**config.mk**
```make
export PLATFORM = sky130hd
export DESIGN_NAME = pwm_duty_update_scheduler
export DESIGN_NICKNAME = d
export VERILOG_FILES = /design/src/rtl/pwm_duty_update_scheduler.sv
export SDC_FILE = /design/constraint.sdc
export NUM_CORES = 1
export LEC_CHECK = 0
export ABC_AREA = 1
export CAP_MARGIN = 20
export CORE_ASPECT_RATIO = 0.8
export CORE_UTILIZATION = 51
export CTS_CLUSTER_DIAMETER = 40
export DETAILED_ROUTE_END_ITERATION = 7
export GPL_TIMING_DRIVEN = 0
export HOLD_SLACK_MARGIN = 0.02
export PLACE_DENSITY = 0.79
export SLEW_MARGIN = 5
export SYNTH_ARGS = -nofsm -noshare
export SYNTH_HDL_FRONTEND = slang
export SYNTH_SLANG_ARGS = --single-unit
export TNS_END_PERCENT = 1
```
**constraint.sdc**
```tcl
create_clock -name clk -period 1.98 [get_ports clk]
set_input_delay 0.297 -clock clk [delete_from_list [all_inputs] [get_ports clk]]
set_output_delay 0.297 -clock clk [all_outputs]
set_load 0.01 [all_outputs]
```
**src/rtl/pwm_duty_update_scheduler.sv**
```systemverilog
// Buffers host duty commands in per-phase shadow registers and moves a committed
// batch into the active duty registers atomically at a carrier turning point.
module pwm_duty_update_scheduler #(
  parameter int WIDTH_TRIANG = 6,
  parameter int N_PH         = 4,
  parameter int UPDATE_MODE  = 0,
  localparam int PH_W        = (N_PH > 1) ? $clog2(N_PH) : 1,
  localparam int DW          = WIDTH_TRIANG + 1
) (
  input  logic                   clk,
  input  logic                   rst,
  input  logic [WIDTH_TRIANG-1:0] carrier,
  input  logic                   cmd_valid,
  output logic                   cmd_ready,
  input  logic [PH_W-1:0]        cmd_phase,
  input  logic [DW-1:0]          cmd_duty,
  input  logic                   cmd_commit,
  output logic [N_PH*DW-1:0]     duty_active,
  output logic                   update_pulse,
  output logic                   pending
);

  typedef enum logic [1:0] {
    IDLE    = 2'd0,
    LOADING = 2'd1,
    ARMED   = 2'd2
  } state_t;

  localparam logic [DW-1:0] DUTY_MAX = {1'b1, {WIDTH_TRIANG{1'b0}}};

  state_t          state;
  state_t          state_next;
  logic [DW-1:0]   shadow [N_PH];
  logic [DW-1:0]   active [N_PH];
  logic [DW-1:0]   duty_clamped;
  logic            carrier_valley;
  logic            carrier_peak;
  logic            evt;
  logic            accept;
  logic            apply;

  assign carrier_valley = ~|carrier;
  assign carrier_peak   = &carrier;
  assign evt            = carrier_valley || ((UPDATE_MODE != 0) && carrier_peak);

  // Handshake outputs come from the state register only, never from cmd_valid.
  assign cmd_ready = (state != ARMED);
  assign pending   = (state == ARMED);

  assign accept       = cmd_valid && cmd_ready;
  assign apply        = (state == ARMED) && evt;
  assign duty_clamped = (cmd_duty > DUTY_MAX) ? DUTY_MAX : cmd_duty;

  // NOTE: sequential state uses non-blocking (<=) so every register samples
  // pre-edge values; blocking here would make the result depend on statement order.
  always_ff @(posedge clk or posedge rst) begin
    if (rst) state <= IDLE;
    else     state <= state_next;
  end

  // NOTE: state_next gets its default first so no path through the case can
  // leave it unassigned, which would infer a latch.
  always_comb begin
    state_next = state;
    unique case (state)
      IDLE, LOADING: begin
        // A commit in the same cycle as evt only arms; that event is not used.
        if (cmd_valid) state_next = cmd_commit ? ARMED : LOADING;
      end
      ARMED: begin
        if (evt) state_next = IDLE;
      end
      default: state_next = IDLE;
    endcase
  end

  // NOTE: shadow/active are small flop arrays, not RAM, so they take the async
  // clear; a reset must leave the comparators with a known zero duty.
  always_ff @(posedge clk or posedge rst) begin
    if (rst) begin
      for (int k = 0; k < N_PH; k++) begin
        shadow[k] <= '0;
        active[k] <= '0;
      end
      update_pulse <= 1'b0;
    end else begin
      update_pulse <= apply;
      for (int k = 0; k < N_PH; k++) begin
        // Out-of-range phase indices match no k, so the write is simply dropped.
        if (accept && (cmd_phase == PH_W'(k))) shadow[k] <= duty_clamped;
        if (apply) active[k] <= shadow[k];
      end
    end
  end

  for (genvar g = 0; g < N_PH; g++) begin : g_pack
    assign duty_active[g*DW +: DW] = active[g];
  end

endmodule

```
# After elaboration in Yosys (flattened, before gate mapping)
# Index checks and enable logic that the tools add are counted.
# totals
ff_bits	59
latch_bits	0
ramBits	0
romBits	0
word_cells	36
mem_count	0
# classes
add_sub_neg	0
multipliers	0
n_div	0
magnitude_cmp	1
n_eq_ne	8
n_shift	0
muxes	5
bitwise_logic	0
reduce_logical	12
# ops
operator	count
$gt 7x7->1 const B	1
$mux 7	1
$eq 2x2->1 const B	3
$logic_and 1x1->1	6
$mux 2	3
$ne 2x2->1 const B	3
$reduce_or 6->1	1
$eq 2x1->1 const B	2
$logic_not 2->1	2
$pmux 2 s2	1
$reduce_and 2->1	1
$reduce_or 2->1	1
$logic_not 1->1	1

# Longest topological paths before layout
# logic_depth
depth_word	4
depth_mapped	7

# Least setup slack after synthesis
# OpenSTA, ideal clock, no wires.
# synth_timing
path_kind	reg-to-reg
startpoint	register state[1]
endpoint	register active, in the netlist duty_active[10]
arrival_time_ps	1041
required_ps	1864
path_slack_ps	823
stages_incl_launch_ff	7
n_path_buf	1
synth_period_minus_slack_ps	1157
cell_sequence	dfrtp_1 -> inv_2 -> nor2_4 -> nand4_4 -> buf_6 -> nand2_1 -> nand2_1
# synth_between
elab_chain_cells	2
# synth_lines
element	line_no	source
from (decl)	31	state_t state;
from (signal assigned)	58	else state <= state_next;
$eq 2x2->1	-	
via pending	20	output logic pending
$logic_and 1x1->1	51	assign apply = (state == ARMED) && evt;
to (signal, indexed assignment)	91	if (apply) active[k] <= shadow[k];
to (decl)	34	logic [DW-1:0] active [N_PH];
# The timed path passes the listed nets, and every way through them passes these cells.
# A chain may end at the register's enable or synchronous reset.

# Worst setup path in the final report
# layout_timing
startpoint	register state[1]
endpoint	output port pending
# layout_between
elab_chain_cells	1
# layout_lines
element	line_no	source
$eq 2x2->1	48	assign pending = (state == ARMED);
to (decl)	20	
# Every way passes these cells.

==> key figures <==
Synth
  • Sequential fraction of the synthesis area: 0.586
  • Library cells used by synthesis: 16
  • Synthesized area per cell: 9.15 um^2
  • Post-Syn Area: 2520 um^2
  • Synth Instances: 275
  • Mapped Nets: 294
  • Yosys reg bits: 59
  • Yosys warning count: 0

Die
  • Core area: 4650 um^2
  • FP Rows: 22
  • Chip height: 64.8 um
  • Die Width: 80.6 um
  • Die ar.: 5220 um^2
  • Starting Density: 0.541
  • I/O pin total: 50

Final layout
  • Synth-to-layout area growth: 31.0%
  • Sequential Area: 1480 um^2
  • Share of cells above drive strength 1: 0.144
  • Fill cell count: 372
  • Final non-filler cell total: 400
  • Final net count: 355
  • N_diodes: 0
  • Multi-input gate area: 938 um^2
  • Final instance area: 3300 um^2

Drt
  • Final WL: 4.93 mm
  • Vias: 1,934
  • DRC errors left: 0
  • Drt first pass iters: 5
  • DR WL/cell: 12.3 um
  • Drt via density: 4.84
  • Iter 0 DRT Violations: 137
  • Antenna viol nets, final: 0

Critical path
  • Worst path cell trace: inv_2 > nor2_4 > clkdlybuf4s50_1
  • Critical-path top delay cell: clkdlybuf4s50_1
  • CP Capture Type: primary output
  • Worst EP required: 1680 ps
  • Setup CP Type: reg2out
  • Slowest stage delay, CP: 570 ps
  • Worst r2r src: state[1]
  • Worst endpoint data arrival time: 1530 ps
  • Reg2Reg Depth: 6
  • Element type at the critical path start: flip-flop
  • CP top delay family: buffers and inverters
  • R2R setup slack: 660 ps
  • RR Endpoint: duty_active[25]
  • Max FO, Critical Path: 4
  • Worst Path Buf+Inv: 2
  • CP Launch Point: state[1]

STA
  • Worst slew pin tran: 553 ps
  • Clk_skew: 6.85 ps
  • RSZ-0062 raised after global routing: no
  • Worst setup margin: 149 ps
  • Final worst-path cycle share: 0.925
  • Hold Vio Cnt, Final: 0
  • # setup viols final: 0
  • Max-slew headroom: 0.631
  • Max frequency: 546 MHz
  • Max Slew Vio Count: 0
  • Sum Neg Setup Slack: 0 ps
  • Fin crit period: 1830 ps

Clock network
  • CTS tree: built
  • Worst-path clk slew: 60 ps
  • Setup bufs post-CTS: 0
  • Longest Clk Path Bufs: 2
  • CTS buffer count: 9
  • # hold bufs at CTS: 0
  • Post-CTS sizing: 0
  • CTS Sinks: 59
  • Clk Tree Root Cell: clkbuf_8
  • H-tree depth: 3
  • Clock latency on the worst-skew pair: 330 ps

Placed design
  • Placed cells: 385
  • Routability Congestion: 0.782
  • Port buffer count: 49
  • Pre-CTS setup slack: 317 ps
  • Placed instance area: 3100 um^2
  • Post-DP HPWL: 3.59 mm

GRT
  • First-pass GRT wire length: 8.81 mm
  • Largest net degree at the start of global routing: 35
  • Initial antenna violation count: 0
  • GRT Total Usage: 0.229
  • Gr ovfl total: 0
  • Vias in the first global route: 1,867

Min path
  • Worst min-delay path class: in2async

Run status
  • Status: finished clean

Power and ir drop
  • Leak: 1.76 nW
  • Design Power: 0.00385 W
  • Power Dens Cells: 1170 nW/um^2
  • Worst IR Drop VDD: 0.000693 V

Flow run
  • Max-Cap Viols: 0
## state kept, by name (all words and copies together), names as in the netlist
signal / flops
shadow: 28
update_pulse: 1
state: 2
duty_active: 28
## synthesized netlist by cell type
master / instances / share of area
buf_2: 1 / 0.0020
buf_6: 4 / 0.018
dfrtp_1: 59 / 0.59
inv_1: 8 / 0.012
inv_2: 6 / 0.0089
nand2_1: 147 / 0.22
nand2_2: 10 / 0.025
nand2_4: 1 / 0.0045
nand2_8: 1 / 0.0080
nand3_1: 15 / 0.030
nand3_2: 1 / 0.0040
nand4_4: 1 / 0.0084
nor2_1: 8 / 0.012
nor2_4: 5 / 0.022
nor2_8: 4 / 0.032
o21ai_1: 4 / 0.0080
## cell type report
| cell class | count | area share |
|---|---|---|
| inverter | 14 | 0.0159 |
| sequential | 59 | 0.448 |
| multi-input combinational | 197 | 0.285 |
| timing repair buffer | 50 | 0.155 |
| tap | 60 | 0.0228 |
| clock inverter | 2 | 0.0106 |
| buffer | 5 | 0.0152 |
| clock buffer | 13 | 0.0482 |
## metal layers
layer / wire, um / vias up / global-route usage
met5: 0 / - / 0
met4: 38 / 0 / 0.0603
met3: 408 / 5 / 0.0817
met2: 2300 / 75 / 0.357
met1: 2190 / 892 / 0.305
li1: - / 962 / -
## cells in the final DEF, fill, tap and decap left out, drive strengths merged, types with 4 or more instances in the layout
cell type	instances
dfrtp	59
clkdlybuf4s50	49
nand3	16
nor2	17
clkbuf	13
o21ai	4
buf	6
nand2	159
inv	14
## metrics by stage
| step | util | hold slack [ps] |
|---|---|---|
| floorplan | - | 435 |
| global placement | 0.663 | 457 |
| detailed placement | 0.667 | 460 |
| CTS | 0.709 | 346 |
| global route | 0.709 | 393 |
| finish | 0.709 | 337 |
## logic make-up after synthesis
group / Yosys count / share of synthesized area
flops: 59 / 0.586
buf+inv: 19 / 0.0408
compound gates: 4 / 0.00795
simple gates: 193 / 0.365
## report_power, final
group | internal, W | total (W) | leakage (nW) | switching, W
clock | 0.000642 | 0.00107 | 0.0995 | 0.000424
sequential | 0.00157 | 0.00181 | 0.790 | 0.000233
combinational | 0.000467 | 0.000977 | 0.869 | 0.000510
## how the worst max path moves through the flow
stage	endpoint	slack, ps	cells past startpoint
after floorplan	duty_active[0]	230	1
after global placement	duty_active[5]	-770	2
after detailed placement	duty_active[27]	320	8
after CTS	pending	130	3
after global routing	pending	80	3
final	pending	150	3
Note: power is estimated with default switching activity, not from simulation.
